--- config.mk ---
export PLATFORM = sky130hd
export DESIGN_NAME = obstacle_sequencer_flat
export DESIGN_NICKNAME = d
export VERILOG_FILES = /design/src/rtl/obstacle_sequencer_if.sv /design/src/rtl/obstacle_sequencer.sv /design/src/flat_wrapper.sv
export SDC_FILE = /design/constraint.sdc
export NUM_CORES = 1
export LEC_CHECK = 0
export ABC_AREA = 1
export CORE_UTILIZATION = 25
export CTS_BUF_LIST = sky130_fd_sc_hd__clkbuf_2
export DETAILED_ROUTE_END_ITERATION = 12
export GPL_ROUTABILITY_DRIVEN = 0
export PLACE_DENSITY = 0.59
export SYNTH_ARGS = -nofsm -noshare
export SYNTH_HDL_FRONTEND = slang
export SYNTH_SLANG_ARGS = --single-unit
--- constraint.sdc ---
create_clock -name clk -period 4 [get_ports clk]
set_input_delay 0.6 -clock clk [delete_from_list [all_inputs] [get_ports clk]]
set_output_delay 0.6 -clock clk [all_outputs]
set_load 0.01 [all_outputs]
--- src/rtl/obstacle_sequencer_if.sv ---
// Bus between game control, the obstacle generators, the display pipeline and the sequencer.
// The master side drives control, done pulses, channel data and timing; the slave side is the sequencer.
interface obstacle_sequencer_if #(
    parameter int unsigned NUM_OBS = 8,
    parameter int unsigned CODE_W  = 4,
    parameter int unsigned DATA_W  = 36,
    parameter int unsigned TIM_W   = 28,
    parameter int unsigned CNT_W   = 16
);
    logic                      play_selected;
    logic                      victory;
    logic                      game_on;
    logic                      random_mode;
    logic [NUM_OBS-1:0]        enable_mask;
    logic [NUM_OBS-1:0]        obs_done;
    logic [NUM_OBS*DATA_W-1:0] obs_data;
    logic [TIM_W-1:0]          timing_in;
    logic [NUM_OBS-1:0]        obs_start;
    logic [CODE_W-1:0]         selected_obstacle;
    logic                      active;
    logic [DATA_W-1:0]         obstacle_data;
    logic [TIM_W-1:0]          delayed_signals;
    logic [CNT_W-1:0]          obstacles_counted;
    logic                      timeout_err;

    modport master (
        output play_selected, victory, game_on, random_mode, enable_mask,
               obs_done, obs_data, timing_in,
        input  obs_start, selected_obstacle, active, obstacle_data,
               delayed_signals, obstacles_counted, timeout_err
    );

    modport slave (
        input  play_selected, victory, game_on, random_mode, enable_mask,
               obs_done, obs_data, timing_in,
        output obs_start, selected_obstacle, active, obstacle_data,
               delayed_signals, obstacles_counted, timeout_err
    );
endinterface

--- src/rtl/obstacle_sequencer.sv ---
// Obstacle scheduler: picks the next channel (round-robin or LFSR), sequences start/done/timeout
// with an inter-obstacle gap, counts completions and muxes the running channel's data.
module obstacle_sequencer #(
    parameter int unsigned NUM_OBS     = 8,
    parameter int unsigned CODE_W      = 4,
    parameter int unsigned DATA_W      = 36,
    parameter int unsigned TIM_W       = 28,
    parameter int unsigned CNT_W       = 16,
    parameter int unsigned GAP_CYCLES  = 60,
    parameter int unsigned OBS_TIMEOUT = 0,
    parameter logic [7:0]  LFSR_SEED   = 8'hA5
) (
    input logic                 clk,
    input logic                 rst,
    obstacle_sequencer_if.slave bus
);
    localparam int unsigned IDX_W       = (NUM_OBS > 1) ? $clog2(NUM_OBS) : 1;
    localparam int unsigned RUN_W       = $clog2(OBS_TIMEOUT + 2);
    localparam int unsigned GAP_W       = $clog2(GAP_CYCLES + 2);
    localparam int unsigned REJ_W       = 5;
    localparam int unsigned MAX_REJECTS = 16;

    typedef enum logic [1:0] {IDLE, PICK, RUN, GAP} state_t;

    state_t             state;
    logic [7:0]         lfsr;
    logic               first_pick;
    logic [REJ_W-1:0]   rejects;
    logic [RUN_W-1:0]   run_cnt;
    logic [GAP_W-1:0]   gap_cnt;
    logic [NUM_OBS-1:0] start_q;
    logic [CODE_W-1:0]  sel_q;
    logic               active_q;
    logic               err_q;
    logic [DATA_W-1:0]  data_q;
    logic [TIM_W-1:0]   dly_q;
    logic [CNT_W-1:0]   count_q;

    logic [7:0]         lfsr_next;
    logic [IDX_W-1:0]   sel_idx;
    logic [IDX_W-1:0]   rr_idx;
    logic [IDX_W-1:0]   rr_pick;
    logic               rr_found;
    logic [CODE_W-1:0]  cand;
    logic               cand_ok;
    logic               pick_go;
    logic [IDX_W-1:0]   pick_idx;
    logic [DATA_W-1:0]  sel_data;

    // Fibonacci LFSR, polynomial x^8 + x^6 + x^5 + x^4 + 1
    assign lfsr_next = {lfsr[6:0], lfsr[7] ^ lfsr[5] ^ lfsr[4] ^ lfsr[3]};
    assign sel_idx   = IDX_W'(sel_q);
    assign cand      = CODE_W'(lfsr);

    // Round-robin: first enabled channel after the last pick; the very first search starts at 0
    always_comb begin
        rr_idx   = first_pick ? IDX_W'(NUM_OBS - 1) : sel_idx;
        rr_pick  = '0;
        rr_found = 1'b0;
        for (int i = 0; i < NUM_OBS; i++) begin
            rr_idx = (rr_idx == IDX_W'(NUM_OBS - 1)) ? '0 : rr_idx + 1'b1;
            if (!rr_found && bus.enable_mask[rr_idx]) begin
                rr_found = 1'b1;
                rr_pick  = rr_idx;
            end
        end
    end

    // Random candidate is rejected if out of range, disabled, or a repeat while alternatives exist
    always_comb begin
        cand_ok = 1'b0;
        if (32'(cand) < NUM_OBS) begin
            cand_ok = bus.enable_mask[IDX_W'(cand)] &&
                      (first_pick || cand != sel_q || $onehot(bus.enable_mask));
        end
    end

    always_comb begin
        pick_go  = 1'b0;
        pick_idx = rr_pick;
        if (rr_found) begin
            if (!bus.random_mode || 32'(rejects) == MAX_REJECTS) begin
                pick_go = 1'b1;
            end else if (cand_ok) begin
                pick_go  = 1'b1;
                pick_idx = IDX_W'(cand);
            end
        end
    end

    always_comb begin
        sel_data = '0;
        for (int k = 0; k < NUM_OBS; k++) begin
            if (sel_q == CODE_W'(k)) sel_data = bus.obs_data[k*DATA_W +: DATA_W];
        end
    end

    always_ff @(posedge clk) begin
        if (rst) begin
            state      <= IDLE;
            lfsr       <= LFSR_SEED;
            first_pick <= 1'b1;
            rejects    <= '0;
            run_cnt    <= '0;
            gap_cnt    <= '0;
            start_q    <= '0;
            sel_q      <= '0;
            active_q   <= 1'b0;
            err_q      <= 1'b0;
            data_q     <= '0;
            dly_q      <= '0;
            count_q    <= '0;
        end else begin
            start_q <= '0;
            dly_q   <= bus.timing_in;
            data_q  <= active_q ? sel_data : '0;
            if (state == PICK && bus.random_mode) lfsr <= lfsr_next;

            // Restart outranks abort, which outranks a completion in the same cycle
            if (bus.play_selected) begin
                state    <= PICK;
                count_q  <= '0;
                err_q    <= 1'b0;
                active_q <= 1'b0;
                rejects  <= '0;
            end else if (bus.victory && state != IDLE) begin
                state    <= IDLE;
                active_q <= 1'b0;
            end else begin
                case (state)
                    IDLE: ;
                    PICK: begin
                        if (pick_go) begin
                            state      <= RUN;
                            sel_q      <= CODE_W'(pick_idx);
                            start_q    <= NUM_OBS'(1) << pick_idx;
                            active_q   <= 1'b1;
                            first_pick <= 1'b0;
                            rejects    <= '0;
                            run_cnt    <= '0;
                        end else if (rr_found) begin
                            rejects <= rejects + 1'b1;
                        end
                    end
                    RUN: begin
                        if (bus.obs_done[sel_idx] ||
                            (OBS_TIMEOUT != 0 && bus.game_on && run_cnt == RUN_W'(OBS_TIMEOUT))) begin
                            if (bus.obs_done[sel_idx]) begin
                                if (~&count_q) count_q <= count_q + 1'b1;
                            end else begin
                                err_q <= 1'b1;
                            end
                            active_q <= 1'b0;
                            gap_cnt  <= '0;
                            state    <= (GAP_CYCLES == 0) ? PICK : GAP;
                        end else if (bus.game_on) begin
                            run_cnt <= run_cnt + 1'b1;
                        end
                    end
                    GAP: begin
                        if (bus.game_on) begin
                            if (gap_cnt == GAP_W'(GAP_CYCLES - 1)) state <= PICK;
                            else gap_cnt <= gap_cnt + 1'b1;
                        end
                    end
                    default: state <= IDLE;
                endcase
            end
        end
    end

    assign bus.obs_start         = start_q;
    assign bus.selected_obstacle = sel_q;
    assign bus.active            = active_q;
    assign bus.obstacle_data     = data_q;
    assign bus.delayed_signals   = dly_q;
    assign bus.obstacles_counted = count_q;
    assign bus.timeout_err       = err_q;
endmodule

--- src/flat_wrapper.sv ---
// flat-port wrapper written by rule: the top's interface ports become plain ports
module obstacle_sequencer_flat 
#(
    parameter int unsigned NUM_OBS     = 8,
    parameter int unsigned CODE_W      = 4,
    parameter int unsigned DATA_W      = 36,
    parameter int unsigned TIM_W       = 28,
    parameter int unsigned CNT_W       = 16,
    parameter int unsigned GAP_CYCLES  = 60,
    parameter int unsigned OBS_TIMEOUT = 0,
    parameter logic [7:0]  LFSR_SEED   = 8'hA5
)
  (clk, rst, bus_play_selected, bus_victory, bus_game_on, bus_random_mode, bus_enable_mask, bus_obs_done, bus_obs_data, bus_timing_in, bus_obs_start, bus_selected_obstacle, bus_active, bus_obstacle_data, bus_delayed_signals, bus_obstacles_counted, bus_timeout_err);
  obstacle_sequencer_if #(.NUM_OBS(NUM_OBS), .CODE_W(CODE_W), .DATA_W(DATA_W), .TIM_W(TIM_W), .CNT_W(CNT_W)) bus_i ();
  input logic clk;
  input logic rst;
  input wire logic [$bits(bus_i.play_selected)-1:0] bus_play_selected;
  input wire logic [$bits(bus_i.victory)-1:0] bus_victory;
  input wire logic [$bits(bus_i.game_on)-1:0] bus_game_on;
  input wire logic [$bits(bus_i.random_mode)-1:0] bus_random_mode;
  input wire logic [$bits(bus_i.enable_mask)-1:0] bus_enable_mask;
  input wire logic [$bits(bus_i.obs_done)-1:0] bus_obs_done;
  input wire logic [$bits(bus_i.obs_data)-1:0] bus_obs_data;
  input wire logic [$bits(bus_i.timing_in)-1:0] bus_timing_in;
  output wire logic [$bits(bus_i.obs_start)-1:0] bus_obs_start;
  output wire logic [$bits(bus_i.selected_obstacle)-1:0] bus_selected_obstacle;
  output wire logic [$bits(bus_i.active)-1:0] bus_active;
  output wire logic [$bits(bus_i.obstacle_data)-1:0] bus_obstacle_data;
  output wire logic [$bits(bus_i.delayed_signals)-1:0] bus_delayed_signals;
  output wire logic [$bits(bus_i.obstacles_counted)-1:0] bus_obstacles_counted;
  output wire logic [$bits(bus_i.timeout_err)-1:0] bus_timeout_err;
  assign bus_i.play_selected = bus_play_selected;
  assign bus_i.victory = bus_victory;
  assign bus_i.game_on = bus_game_on;
  assign bus_i.random_mode = bus_random_mode;
  assign bus_i.enable_mask = bus_enable_mask;
  assign bus_i.obs_done = bus_obs_done;
  assign bus_i.obs_data = bus_obs_data;
  assign bus_i.timing_in = bus_timing_in;
  assign bus_obs_start = bus_i.obs_start;
  assign bus_selected_obstacle = bus_i.selected_obstacle;
  assign bus_active = bus_i.active;
  assign bus_obstacle_data = bus_i.obstacle_data;
  assign bus_delayed_signals = bus_i.delayed_signals;
  assign bus_obstacles_counted = bus_i.obstacles_counted;
  assign bus_timeout_err = bus_i.timeout_err;
  obstacle_sequencer #(.NUM_OBS(NUM_OBS), .CODE_W(CODE_W), .DATA_W(DATA_W), .TIM_W(TIM_W), .CNT_W(CNT_W), .GAP_CYCLES(GAP_CYCLES), .OBS_TIMEOUT(OBS_TIMEOUT), .LFSR_SEED(LFSR_SEED)) u_core (.clk(clk), .rst(rst), .bus(bus_i));
endmodule
==> results of run 1 <==
[power breakdown]
| part | internal (W) | leakage, nW | switching (W) | total [W] |
|---|---|---|---|---|
| clock | 0.000280 | 0.132 | 0.000500 | 0.000780 |
| sequential | 0.00117 | 0.929 | 0.0000243 | 0.00120 |
| combinational | 0.000548 | 4.13 | 0.000552 | 0.00110 |
| total | 0.00200 | 5.19 | 0.00108 | 0.00308 |
[cell type report]
| class | instances | area [µm²] | area share (%) |
|---|---|---|---|
| antenna | 5 | 12.51 | 0.1006 |
| clock buffer | 17 | 85.08 | 0.6840 |
| clock inverter | 15 | 142.6 | 1.147 |
| inverter | 153 | 576.8 | 4.637 |
| multi-input combinational | 828 | 4392 | 35.30 |
| sequential | 114 | 2283 | 18.36 |
| tap | 384 | 480.5 | 3.862 |
| timing repair buffer | 452 | 4467 | 35.91 |
[flip-flops by register name, summed over array words and instances (netlist names)]
name,cells
u_core.gap_cnt,6
u_core.state,2
u_core.bus.obs_start,8
u_core.bus.obstacles_counted,16
u_core.bus.active,1
u_core.first_pick,1
u_core.bus.delayed_signals,28
u_core.rejects,5
u_core.bus.obstacle_data,36
u_core.bus.selected_obstacle,3
u_core.lfsr,8
[stage by stage]
stage	std cells	TNS, ps
5_1_grt	1967	0
4_1_cts	1963	0
3_3_place_gp	1931	-5762
6_report	1968	0
2_1_floorplan	1161	0
3_5_place_dp	1931	-7042
[worst max-delay path: stages]
cell	delay, ps
clkdlybuf4s50_1	430
ha_1	240
fa_1	550
inv_1	60
fa_1	540
inv_1	50
ha_1	190
fa_1	480
nor2_1	40
nand3b_1	110
o2111ai_1	110
o211ai_1	220
nand2_1	170
nand2_2	140
nand2_1	130
nand3_1	120
nand2_1	50
nor2_1	80
nor2_1	40
[how the worst max path moves through the flow]
stage / endpoint / depth (start not counted) / slack [ps]
after floorplan: u_core.state[0]$_SDFFE_PP0P_ / 18 / 320
after global placement: u_core.state[0]$_SDFFE_PP0P_ / 19 / -390
after detailed placement: u_core.state[0]$_SDFFE_PP0P_ / 19 / -460
after CTS: u_core.state[0]$_SDFFE_PP0P_ / 19 / 320
after global routing: u_core.state[0]$_SDFFE_PP0P_ / 19 / 30
final: u_core.state[0]$_SDFFE_PP0P_ / 19 / 210
[logic make-up after synthesis]
| group | synth area share (%) |
|---|---|
| AO/OA/AOI/OAI | 12.28 |
| XOR/XNOR | 1.289 |
| adder cells (fa/ha/maj) | 3.916 |
| buffers and inverters | 11.41 |
| flip-flops | 30.53 |
| other | 0.05016 |
| AND/OR/NAND/NOR | 40.52 |
[routing by layer]
| metal | part of all wire [%] | GRT usage, % | wire [µm] |
|---|---|---|---|
| met5 | 0.12 | 0 | 44 |
| met4 | 2.6 | 8.659 | 979 |
| met3 | 7.8 | 7.115 | 2933 |
| met2 | 48 | 40.59 | 18230 |
| met1 | 41 | 29.18 | 15630 |
[synthesized netlist by cell type (5+ instances only)]
cell type	n	area share (%)
nand3_1	170	11
buf_1	7	0.35
xor2_1	5	0.59
nor2_1	93	4.7
o21ai_0	26	1.7
inv_1	145	7.3
nand3b_1	5	0.50
clkbuf_1	53	2.7
inv_2	8	0.40
dfxtp_1	114	31
nand2_2	9	0.75
o21ai_1	5	0.33
xnor2_1	6	0.70
ha_1	17	2.8
nand4_1	82	6.9
a21oi_1	29	1.9
nor3_1	16	1.1
o211ai_1	37	3.7
a31oi_1	38	3.2
nand2_1	252	13
==> impl_metrics.env, run 1 <==
export IMPL_status="complete, no violations"
export IMPL_track_usage_pct=24.20
export IMPL_grt_max_degree=73
export IMPL_yosys_warnings=0
export IMPL_io_buffers=429
export IMPL_cp_start_kind="input pin"
export IMPL_routed_wl_mm=37.82
export IMPL_rows=62
export IMPL_clockRootBuffer="clkbuf_2"
export IMPL_design_area_mm2=0.01244
export IMPL_synthCells=1160
export IMPL_n_fill_cell=3016
export IMPL_cts_hold_buf=0
export IMPL_hold_path_class="input pin to register"
export IMPL_avgSynthCellArea_um2=6.445
export IMPL_wl_per_cell_um=19.22
export IMPL_whs_ps=361.5
export IMPL_num_vias=9578
export IMPL_holdPathStages=3
export IMPL_dieArea_mm2=0.03060
export IMPL_synth_edf_count=0
export IMPL_cts_clk_slew_worst_paths_ps=210
export IMPL_dpl_cell_area_mm2=0.01220
export IMPL_layout_common_cells="clkdlybuf4s50_1, nand2_1, nand3_1, inv_1, dfxtp_1"
export IMPL_grt_antenna_before_repair=8
export IMPL_firstDrtPassIters=6
export IMPL_worstMarginPinSlew_ps=846.1
export IMPL_finalSetupViolations=0
export IMPL_clock_skew_ps=40.31
export IMPL_finalHoldViolations=0
export IMPL_die_height_um=174.9
export IMPL_ys_seq_elements=114
export IMPL_worstSetupStartpoint="bus_enable_mask[0]"
export IMPL_die_width_um=174.9
export IMPL_max_slew_margin_rel_pct=43.46
export IMPL_r2r_end="u_core.state[0]$_SDFFE_PP0P_"
export IMPL_final_common_cell="clkdlybuf4s50_1"
export IMPL_fin_nets=1925
export IMPL_cts_sinks=114
export IMPL_synth_cell_type_count=46
export IMPL_clk_latency_ps=710
export IMPL_initial_core_util_pct=25.70
export IMPL_setup_slack_ps=214.9
export IMPL_maxCapViolations=0
export IMPL_fin_crit_sh_pct=94.63
export IMPL_cts_tree="built"
export IMPL_core_mm2=0.02909
export IMPL_worst_r2r_cell_count=17
export IMPL_area_delta_synth_final_pct=66.39
export IMPL_drc=0
export IMPL_grt_setup_unrepaired="false"
export IMPL_first_global_vias=9297
export IMPL_period_needed_ps=3785
export IMPL_layout_drive_gt1_share_pct=5.826
export IMPL_synthFlopType="dfxtp_1"
export IMPL_grt_first_pass_wirelength_mm=55.51
export IMPL_ios=432
export IMPL_async_flop_share_pct=0
export IMPL_syn_cell_area_mm2=0.007476
export IMPL_dp_slack_ps=-455.9
export IMPL_ant_nets=0
export IMPL_p_leak_nw=5.195
export IMPL_viasPerCell=4.867
export IMPL_r2r_start="u_core.bus.selected_obstacle[1]$_SDFFE_PP0P_"
export IMPL_finalPower_w=0.003075
export IMPL_hold_end="u_core.bus.delayed_signals[12]$_SDFF_PP0_"
export IMPL_htree_levels=4
export IMPL_criticalPathCategory="input pin to register"
export IMPL_power_density_mw_per_mm2=247.2
export IMPL_timing_fmax_mhz=264.2
export IMPL_vdd_drop_max_mv=0.1161
export IMPL_fin_util_pct=42.76
export IMPL_min_from="bus_timing_in[12]"
export IMPL_arrival_ps=4360
export IMPL_cts_resized_gates=0
export IMPL_grt_ovfl_total=0
export IMPL_cp_required_ps=4580
export IMPL_clockBufferDepth=2
export IMPL_post_cts_setup_buffer_count=0
export IMPL_r2r_setup_slack_ps=710
export IMPL_numCtsBuffers=17
export IMPL_drv_slew=0
export IMPL_ys_seq_area_share_pct=30.53
export IMPL_end_kind="register"
export IMPL_critPathMaxFanout=5
export IMPL_drt_iter0_drc=759
export IMPL_dp_hpwl_mm=30.20
(Power assumes the default switching activity.)
==> inputs of run 2 (changes only) <==
CORE_ASPECT_RATIO = 0.7   (was unset)
==> impl_metrics.env, run 2 (synthesis results as in run 1) <==
export IMPL_drv_slew=0
export IMPL_dp_hpwl_mm=28.59
export IMPL_criticalPathCategory="input pin to register"
export IMPL_worstMarginPinSlew_ps=1161
export IMPL_track_usage_pct=23.17
export IMPL_timing_fmax_mhz=270.3
export IMPL_layout_drive_gt1_share_pct=5.841
export IMPL_firstDrtPassIters=5
export IMPL_cts_hold_buf=0
export IMPL_numCtsBuffers=17
export IMPL_final_cells=1958
export IMPL_end_kind="register"
export IMPL_hold_path_class="input pin to register"
export IMPL_area_delta_synth_final_pct=65.76
export IMPL_clockBufferDepth=2
export IMPL_layout_common_cells="clkdlybuf4s50_1, nand2_1, nand3_1, inv_1, dfxtp_1"
export IMPL_rows=52
export IMPL_fin_nets=1921
export IMPL_grt_ovfl_total=0
export IMPL_routed_wl_mm=36.25
export IMPL_finalHoldViolations=0
export IMPL_finalSetupViolations=0
export IMPL_grt_first_pass_wirelength_mm=53.58
export IMPL_finalPower_w=0.003042
export IMPL_grt_antenna_before_repair=6
export IMPL_dp_slack_ps=-447.6
export IMPL_cts_resized_gates=0
export IMPL_final_common_cell="clkdlybuf4s50_1"
export IMPL_p_leak_nw=5.157
export IMPL_fin_crit_sh_pct=92.49
export IMPL_maxCapViolations=0
export IMPL_placed_cells=1921
export IMPL_num_vias=9553
export IMPL_grt_max_degree=101
export IMPL_htree_levels=4
export IMPL_die_height_um=146.7
export IMPL_design_area_mm2=0.01239
export IMPL_dpl_cell_area_mm2=0.01216
export IMPL_post_cts_setup_buffer_count=0
export IMPL_core_mm2=0.02915
export IMPL_die_width_um=208.7
export IMPL_clock_skew_ps=21.70
export IMPL_vdd_drop_max_mv=0.1302
export IMPL_drt_iter0_drc=627
export IMPL_clockRootBuffer="clkbuf_2"
export IMPL_critPathMaxFanout=5
export IMPL_max_slew_margin_rel_pct=22.39
export IMPL_initial_core_util_pct=25.65
export IMPL_ios=432
export IMPL_ant_nets=0
export IMPL_n_fill_cell=3035
export IMPL_cp_required_ps=4700
export IMPL_cp_start_kind="input pin"
export IMPL_io_buffers=429
export IMPL_arrival_ps=4400
export IMPL_drc=0
export IMPL_dieArea_mm2=0.03061
export IMPL_power_density_mw_per_mm2=245.5
export IMPL_setup_slack_ps=300.4
export IMPL_largest_register_ffs=36
export IMPL_status="complete, no violations"
export IMPL_cts_tree="built"
export IMPL_grt_setup_unrepaired="false"
export IMPL_first_global_vias=8872
export IMPL_viasPerCell=4.879
export IMPL_cts_sinks=114
export IMPL_clk_latency_ps=770
export IMPL_period_needed_ps=3700
export IMPL_cts_clk_slew_worst_paths_ps=200
export IMPL_wl_per_cell_um=18.51
run 2: changes by cell type in the layout (fill, tap and decap cells not counted), moves of 3 or more:
cell,before,now
inv_6,1,5
clkinv_1,5,1
clkinv_4,4,0
clkinv_2,1,4
buf_4,23,19
clkinvlp_4,2,6
run 2: cell type report:
class | instances | area, µm² | area share [%]
Timing Repair Buffer | 448 | 4437 | 35.80
Multi-Input combinational cell | 828 | 4392 | 35.44
Inverter | 153 | 575.6 | 4.645
Clock buffer | 17 | 85.08 | 0.6866
Tap cell | 378 | 473.0 | 3.817
Sequential cell | 114 | 2283 | 18.43
Antenna cell | 5 | 12.51 | 0.1010
Clock inverter | 15 | 133.9 | 1.080
run 2: worst paths after layout:
| kind | startpoint | endpoint | slack [ps] | cells after the start |
|---|---|---|---|---|
| min reg2reg | u_core.lfsr[6]$_SDFFE_PP0P_ | u_core.lfsr[7]$_SDFFE_PP1P_ | 470 | 2 |
| max reg2reg | u_core.bus.selected_obstacle[0]$_SDFFE_PP0P_ | u_core.bus.obs_start[0]$_SDFF_PP0_ | 710 | 16 |
| max | bus_enable_mask[1] | u_core.bus.obs_start[5]$_SDFF_PP0_ | 300 | 17 |
| min | bus_timing_in[19] | u_core.bus.delayed_signals[19]$_SDFF_PP0_ | 320 | 3 |
run 2: where the power goes:
part	internal, W	switching, W
Sequential	0.00117	0.0000225
Combinational	0.000547	0.000548
Clock	0.000229	0.000525
Total	0.00195	0.00110
run 2: layer usage:
metal  vias to the layer above  wire length (µm)  global-route usage [%]
met3                        53              3135                   7.184
met4                         0               780                   7.868
li1                       4726                 -                       -
met2                       392             16680                   36.78
met1                      4382             15660                   29.64
met5                         -                 0                       0
run 2: worst max-delay path, stage by stage:
cell and delay (ps):
clkdlybuf4s50_1 440, ha_1 220, fa_1 560, inv_1 70
fa_1 540, inv_1 40, ha_1 190, fa_1 440
nor2_1 110, nand3b_1 110, o2111ai_1 110, o211ai_1 130
nand2_1 170, nand4_2 160, nor2_1 190, nand3_2 160
nor2_1 140
run 2: stage by stage:
stage | hold slack (ps) | util [%] | TNS [ps]
floorplan | 429.6 | - | 0
global placement | 443.1 | 41.72 | -4747
detailed placement | 455.8 | 41.72 | -7451
CTS | 211.6 | 42.47 | 0
global route | 211.7 | 42.51 | 0
finish | 316.1 | 42.51 | 0
